[src/rtl/seg7_pkg.sv]
// Shared types and constants for the multiplexed 4-digit seven-segment scanner.
// Glyphs are active-low in {g,f,e,d,c,b,a} order.
package seg7_pkg;

  typedef enum logic {
    ST_BLANK = 1'b0,
    ST_DRIVE = 1'b1
  } state_t;

  typedef struct packed {
    logic [15:0] val;
    logic [3:0]  dp;
    logic [3:0]  en;
  } frame_t;

  localparam logic [6:0] SEG_BLANK = 7'b1111111;
  localparam logic [3:0] AN_OFF    = 4'b1111;

  // Entry n is the glyph for hex digit n; the most significant slot holds F.
  localparam logic [15:0][6:0] GLYPH_TBL = {
    7'h0E, 7'h06, 7'h21, 7'h46, 7'h03, 7'h08, 7'h10, 7'h00,
    7'h78, 7'h02, 7'h12, 7'h19, 7'h30, 7'h24, 7'h79, 7'h40
  };

endpackage

[src/rtl/hex7_decode.sv]
// Combinational hex nibble to active-low seven-segment glyph.
module hex7_decode
  import seg7_pkg::*;
(
  input  logic [3:0] i_nib,
  output logic [6:0] o_seg
);

  assign o_seg = GLYPH_TBL[i_nib];

endmodule

[src/rtl/seg7_scan_ctrl.sv]
// Time-multiplexed 4-digit scanner: BLANK/DRIVE per digit, with a shadow
// register committed only at the frame boundary so a frame is never torn.
module seg7_scan_ctrl
  import seg7_pkg::*;
#(
  parameter int DRIVE_CYC = 100000,
  parameter int BLANK_CYC = 1000
) (
  input  logic        clk,
  input  logic        rst,
  input  logic [15:0] value,
  input  logic [3:0]  dp_in,
  input  logic [3:0]  digit_en,
  input  logic        load,
  output logic [6:0]  seg,
  output logic        dp,
  output logic [3:0]  an,
  output logic        frame_start,
  output logic        pending
);

  localparam int MAXC = (DRIVE_CYC > BLANK_CYC) ? DRIVE_CYC : BLANK_CYC;
  localparam int CW   = $clog2(MAXC);
  localparam logic [CW-1:0] DRV_LAST = CW'(DRIVE_CYC - 1);
  localparam logic [CW-1:0] BLK_LAST = CW'(BLANK_CYC - 1);

  state_t        r_state;
  logic [1:0]    r_idx;
  logic [CW-1:0] r_cnt;
  frame_t        r_frame;
  frame_t        r_shadow;
  logic          r_pending;
  logic [6:0]    r_seg;
  logic          r_dp;
  logic [3:0]    r_an;
  logic          r_fs;

  logic       w_blk_end;
  logic       w_drv_end;
  logic       w_commit;
  frame_t     w_frame_nxt;
  logic [3:0] w_nib;
  logic [6:0] w_glyph;
  logic [3:0] w_an_drv;

  assign w_blk_end = (r_state == ST_BLANK) && (r_cnt == BLK_LAST);
  assign w_drv_end = (r_state == ST_DRIVE) && (r_cnt == DRV_LAST);
  assign w_commit  = w_blk_end && (r_idx == 2'd0);

  // Outputs for the slot being entered are decoded from the frame as it will
  // be after this edge, so digit 0 of a freshly committed frame is correct.
  assign w_frame_nxt = (w_commit && r_pending) ? r_shadow : r_frame;
  assign w_nib       = w_frame_nxt.val[{r_idx, 2'b00} +: 4];
  assign w_an_drv    = ~(4'b0001 << r_idx);

  hex7_decode u_dec (
    .i_nib (w_nib),
    .o_seg (w_glyph)
  );

  always_ff @(posedge clk or posedge rst) begin
    if (rst) begin
      r_state   <= ST_BLANK;
      r_idx     <= 2'd0;
      r_cnt     <= '0;
      r_frame   <= '0;
      r_shadow  <= '0;
      r_pending <= 1'b0;
      r_seg     <= SEG_BLANK;
      r_dp      <= 1'b1;
      r_an      <= AN_OFF;
      r_fs      <= 1'b0;
    end else begin
      r_fs <= w_commit;

      // A load on the commit edge lands in the shadow after the old shadow
      // has moved to the frame, so pending stays set for the next frame.
      if (load) begin
        r_shadow  <= {value, dp_in, digit_en};
        r_pending <= 1'b1;
      end else if (w_commit) begin
        r_pending <= 1'b0;
      end
      if (w_commit && r_pending) r_frame <= r_shadow;

      case (r_state)
        ST_BLANK: begin
          if (w_blk_end) begin
            r_state <= ST_DRIVE;
            r_cnt   <= '0;
            // A disabled digit keeps its cathodes dark as well as its anode.
            if (w_frame_nxt.en[r_idx]) begin
              r_an  <= w_an_drv;
              r_seg <= w_glyph;
              r_dp  <= ~w_frame_nxt.dp[r_idx];
            end else begin
              r_an  <= AN_OFF;
              r_seg <= SEG_BLANK;
              r_dp  <= 1'b1;
            end
          end else begin
            r_cnt <= r_cnt + CW'(1);
          end
        end
        ST_DRIVE: begin
          if (w_drv_end) begin
            r_state <= ST_BLANK;
            r_cnt   <= '0;
            r_idx   <= r_idx + 2'd1;
            r_an    <= AN_OFF;
            r_seg   <= SEG_BLANK;
            r_dp    <= 1'b1;
          end else begin
            r_cnt <= r_cnt + CW'(1);
          end
        end
        default: begin
          r_state <= ST_BLANK;
          r_cnt   <= '0;
        end
      endcase
    end
  end

  assign seg         = r_seg;
  assign dp          = r_dp;
  assign an          = r_an;
  assign frame_start = r_fs;
  assign pending     = r_pending;

endmodule

[config.mk]
export PLATFORM = sky130hd
export DESIGN_NAME = seg7_scan_ctrl
export DESIGN_NICKNAME = d
export VERILOG_FILES = /design/src/rtl/seg7_pkg.sv /design/src/rtl/hex7_decode.sv /design/src/rtl/seg7_scan_ctrl.sv
export SDC_FILE = /design/constraint.sdc
export NUM_CORES = 1
export LEC_CHECK = 0
export BUFFER_PORTS_ARGS = -buffer_cell sky130_fd_sc_hd__buf_2
export CORE_UTILIZATION = 35
export DETAILED_ROUTE_END_ITERATION = 16
export PLACE_DENSITY = 0.63
export SETUP_SLACK_MARGIN = 0.5
export SLEW_MARGIN = 5
export SYNTH_ARGS = -nofsm -noshare
export SYNTH_HDL_FRONTEND = slang
export SYNTH_SLANG_ARGS = --single-unit
[constraint.sdc]
create_clock -name clk -period 4 [get_ports clk]
set_input_delay 0.4 -clock clk [delete_from_list [all_inputs] [get_ports clk]]
set_output_delay 0.4 -clock clk [all_outputs]
set_load 0.01 [all_outputs]
==> load_flow_metrics.sql <==
INSERT INTO impl_metrics (metric_group, metric, value, unit) VALUES
('critical_path', 'worst-endpoint-arrival', '3.58', 'ns'),
('yosys', 'synth.net_count', '387', ''),
('outcome', 'outcome', 'finished, final reports clean', ''),
('routing', 'first_pass_iters', '4', ''),
('clocking', 'max-clock-path-buffers', '2', ''),
('clocking', 'tritoncts', 'done', ''),
('final_layout', 'area_delta_synth_final', '16.66', '%'),
('critical_path', 'critical_path.startpoint_type', 'flop', ''),
('yosys', 'netlist_top_cells_area', 'dfrtp_1 (45%), dfstp_2 (8.0%), mux2_2 (7.7%), nand2_1 (7.3%), mux4_2 (4.0%)', ''),
('yosys', 'synth.distinct_cells', '47', ''),
('yosys', 'synth_ff_type', 'dfrtp_1', ''),
('grt', 'grt_pass1_vias', '2700', ''),
('worst_hold_path', 'tightest_hold_check_type', 'primary input to asynchronous set/reset pin', ''),
('die', 'floorplan.die_area', '0.01167', 'mm²'),
('clocking', 'clock-sinks', '82', ''),
('routing', 'ant_nets', '0', ''),
('final_layout', 'commonest_non_fill_non_tap_cell_in_the_layout', 'nand2_1', ''),
('final_layout', 'fraction_of_layout_instances_using_a_drive_strength_above_1', '31.11', '%'),
('timing', 'layout_min_cycle_time', '3.305', 'ns'),
('critical_path', 'critical_path_buf_inv_count', '2', ''),
('grt', 'globalRouteTotalUtil', '14.93', '%'),
('timing', 'min_period_over_period', '82.64', '%'),
('yosys', 'synth.ff_latch_count', '82', ''),
('die', 'die_height', '108.1', 'µm'),
('yosys', 'yosysSeqAreaShare', '52.51', '%'),
('timing', 'fin_skew', '0.01543', 'ns'),
('timing', 'relSlewSlack', '27.77', '%'),
('clocking', 'clk-insertion-delay-late', '0.36', 'ns'),
('die', 'ios', '41', ''),
('critical_path', 'cp_top_family', 'simple AND/OR/NAND/NOR gates', ''),
('clocking', 'worst_setup_hold_path_clk_slew', '0.10', 'ns'),
('critical_path', 'cp_data_required_time', '4.28', 'ns'),
('grt', 'grt_overflow_total', '0', ''),
('timing', 'count_of_final_setup_violators', '0', ''),
('final_layout', 'layout_common_cells', 'nand2_1 (77), dfrtp_1 (70), buf_2 (40), mux2_2 (27), nor2_1 (27)', ''),
('clocking', 'ctsRootBufferMaster', 'clkbuf_8', ''),
('critical_path', 'cpPeakStageDelay', '0.57', 'ns'),
('placed_design', 'place.port_buffers', '40', ''),
('timing', 'tightest_slew', '1.074', 'ns'),
('routing', 'drt-wirelength-per-cell', '14.67', 'µm'),
('yosys', 'synthesis.yosys.warnings', '0', ''),
('die', 'floorplan.rows', '38', ''),
('routing', 'dr.first_iter.drc_count', '87', ''),
('grt', 'grt_start_max_net_pins', '45', ''),
('power', 'p_per_area', '342.0', 'mW/mm²'),
('power', 'vdd_ir_drop_max', '0.1958', 'mV'),
('die', 'coreArea', '0.01089', 'mm²'),
('final_layout', 'antenna_cells_inserted', '0', ''),
('critical_path', 'worst_path_cell_trace', 'or4_4, nor4_4, buf_4, nand4_4, mux4_2, mux2i_1, inv_1, ha_1, mux2_2, o32ai_1, nor2_1', ''),
('clocking', 'cts-buffers-inserted', '9', ''),
('placed_design', 'total_half_perimeter_wirelength_after_legalization_and_detailed_placement', '5363', 'µm'),
('final_layout', 'design.final.nets', '438', ''),
('timing', 'fin_tns_setup', '0', 'ns'),
('critical_path', 'crit_path_max_fanout', '6', ''),
('clocking', 'hold_buffers', '0', ''),
('critical_path', 'criticalPathCategory', 'flop to flop', ''),
('yosys', 'syn-cell-area', '0.003936', 'mm²'),
('flow_run', 'cap_violations', '0', ''),
('placed_design', 'place_congestion', '0.7877', ''),
('power', 'power.total', '1571', 'µW'),
('timing', 'slew_violations', '0', ''),
('power', 'power.leakage', '0.002274', 'µW'),
('routing', 'drc_errors', '0', ''),
('yosys', 'number_of_enable_flip_flop_cells_after_synthesis', '0', ''),
('grt', 'antenna_violations_before_repair', '0', ''),
('timing', 'setup_repair_after_global_routing_missed_its_margin', 'false', ''),
('yosys', 'syn_avg_cell_area', '11.28', 'µm²'),
('yosys', 'area_leader_netlist', 'dfrtp_1', ''),
('die', 'die_w', '108.1', 'µm'),
('timing', 'maxClockFrequency', '302.5', 'MHz'),
('yosys', 'synthDominantCellAreaShare', '44.50', '%'),
('critical_path', 'critical-path-slowest-cell', 'or4_4', ''),
('clocking', 'cts_h_tree_depth', '3', ''),
('routing', 'vias', '2736', ''),
('critical_path', 'worst_setup_path_end_kind', 'flop', ''),
('routing', 'wirelength', '7995', 'µm'),
('grt', 'wire_length_of_the_first_global_routing_pass', '13390', 'µm'),
('timing', 'hold_viol_final', '0', ''),
('yosys', 'syn_inst', '349', ''),
('routing', 'route.detailed.vias_per_inst', '5.020', ''),
('die', 'starting_utilization_of_the_core_area', '36.15', '%'),
('yosys', 'async_flop_share', '100.0', '%');
==> sequential cells by signal, summed over array words and instances (netlist names) <==
signal,count
frame_start,1
r_frame,24
pending,1
r_shadow,24
dp,1
r_idx,2
seg,7
r_state,1
r_cnt,17
an,4
==> metrics by stage <==
stage / worst slack (ns) / instances / hold slack (ns) / cell area [µm²] / utilization, %
final: 0.6946 / 545 / 0.1360 / 4592 / 42.17
after CTS: 0.5158 / 541 / 0.1704 / 4537 / 41.67
after global routing: 0.5063 / 545 / 0.1954 / 4592 / 42.17
after detailed placement: 0.4493 / 524 / 0.4444 / 4313 / 39.61
after global placement: 0.4620 / 524 / 0.4386 / 4313 / 39.61
after floorplan: 0.5978 / 349 / 0.4265 / 3936 / -
==> cell usage after synthesis (3+ instances only) <==
library cell	n
a21oi_1	7
a31oi_1	4
and3_1	6
clkbuf_1	10
dfrtp_1	70
dfstp_2	12
ha_1	11
inv_1	11
mux2_2	27
mux2i_1	7
mux4_2	7
nand2_1	77
nand2b_1	3
nand3_1	8
nor2_1	27
nor3_1	3
nor4_1	3
o21ai_0	3
xnor2_1	11
xor2_1	7
==> what timing repair did <==
action	in CTS	in global routing
cloned	1	1
endpoints found under the setup margin	3	12
pin swaps	2	1
setup buffers	0	3
gates resized for setup	0	3
==> worst paths after layout <==
check / cells past startpoint / to / from / slack (ns)
min in group clk: 2 / r_shadow[6]$_DFFE_PP0P_ / dp_in[2] / 0.27
worst max register to register: 11 / seg[3]$_DFFE_PP1P_ / r_cnt[11]$_DFF_PP0_ / 0.69
worst max-delay path: 11 / seg[3]$_DFFE_PP1P_ / r_cnt[11]$_DFF_PP0_ / 0.69
worst min-delay path: 2 / r_cnt[7]$_DFF_PP0_ / rst / 0.14
worst min register to register: 2 / r_frame[12]$_DFF_PP0_ / r_frame[12]$_DFF_PP0_ / 0.47
max in group asynchronous: 3 / r_shadow[14]$_DFFE_PP0P_ / rst / 2.90
==> layout make-up <==
cell class,count,area [µm²]
multi-input combinational,245,1813
clock buffer,10,137.6
tap,140,175.2
timing repair buffer,51,282.8
clock inverter,6,73.82
sequential,82,2067
fill,1043,6296
inverter,11,42.54
==> per-layer routing <==
| metal | vias to the layer above | GRT usage (%) | part of all wire, % |
|---|---|---|---|
| met1 | 1356 | 21.23 | 49 |
| li1 | 1308 | - | - |
| met3 | 11 | 3.918 | 4.7 |
| met2 | 61 | 22.07 | 45 |
| met5 | - | 0 | 0 |
| met4 | 0 | 4.892 | 1.4 |
==> worst reg2reg max path, stage by stage, from the launching register on <==
cell,delay [ns]
dfrtp_1,0.42
or4_4,0.57
nor4_4,0.21
buf_4,0.19
nand4_4,0.20
mux4_2,0.49
mux2i_1,0.24
inv_1,0.11
ha_1,0.25
mux2_2,0.28
o32ai_1,0.22
nor2_1,0.07
==> cell families (layout without fill, tap and decap cells) <==
logic type,count (synthesis),in the layout,synth area share [%]
and+or+nand+nor,144,146,17.29
DFF,82,82,52.51
muxes,46,46,16.18
AOI/OAI and AO/OA,24,24,3.941
buffers and inverters,24,78,2.575
xor gates and xnor gates,18,18,4.005
adders and majority gates,11,11,3.496
==> where the power goes <==
group / switching [µW] / leakage [µW] / internal, µW
combinational: 28.7 / 0.00115 / 36.5
sequential: 19.5 / 0.00103 / 853
clock: 319 / 0.000101 / 313
No activity file was read; power rests on OpenSTA's default activity.
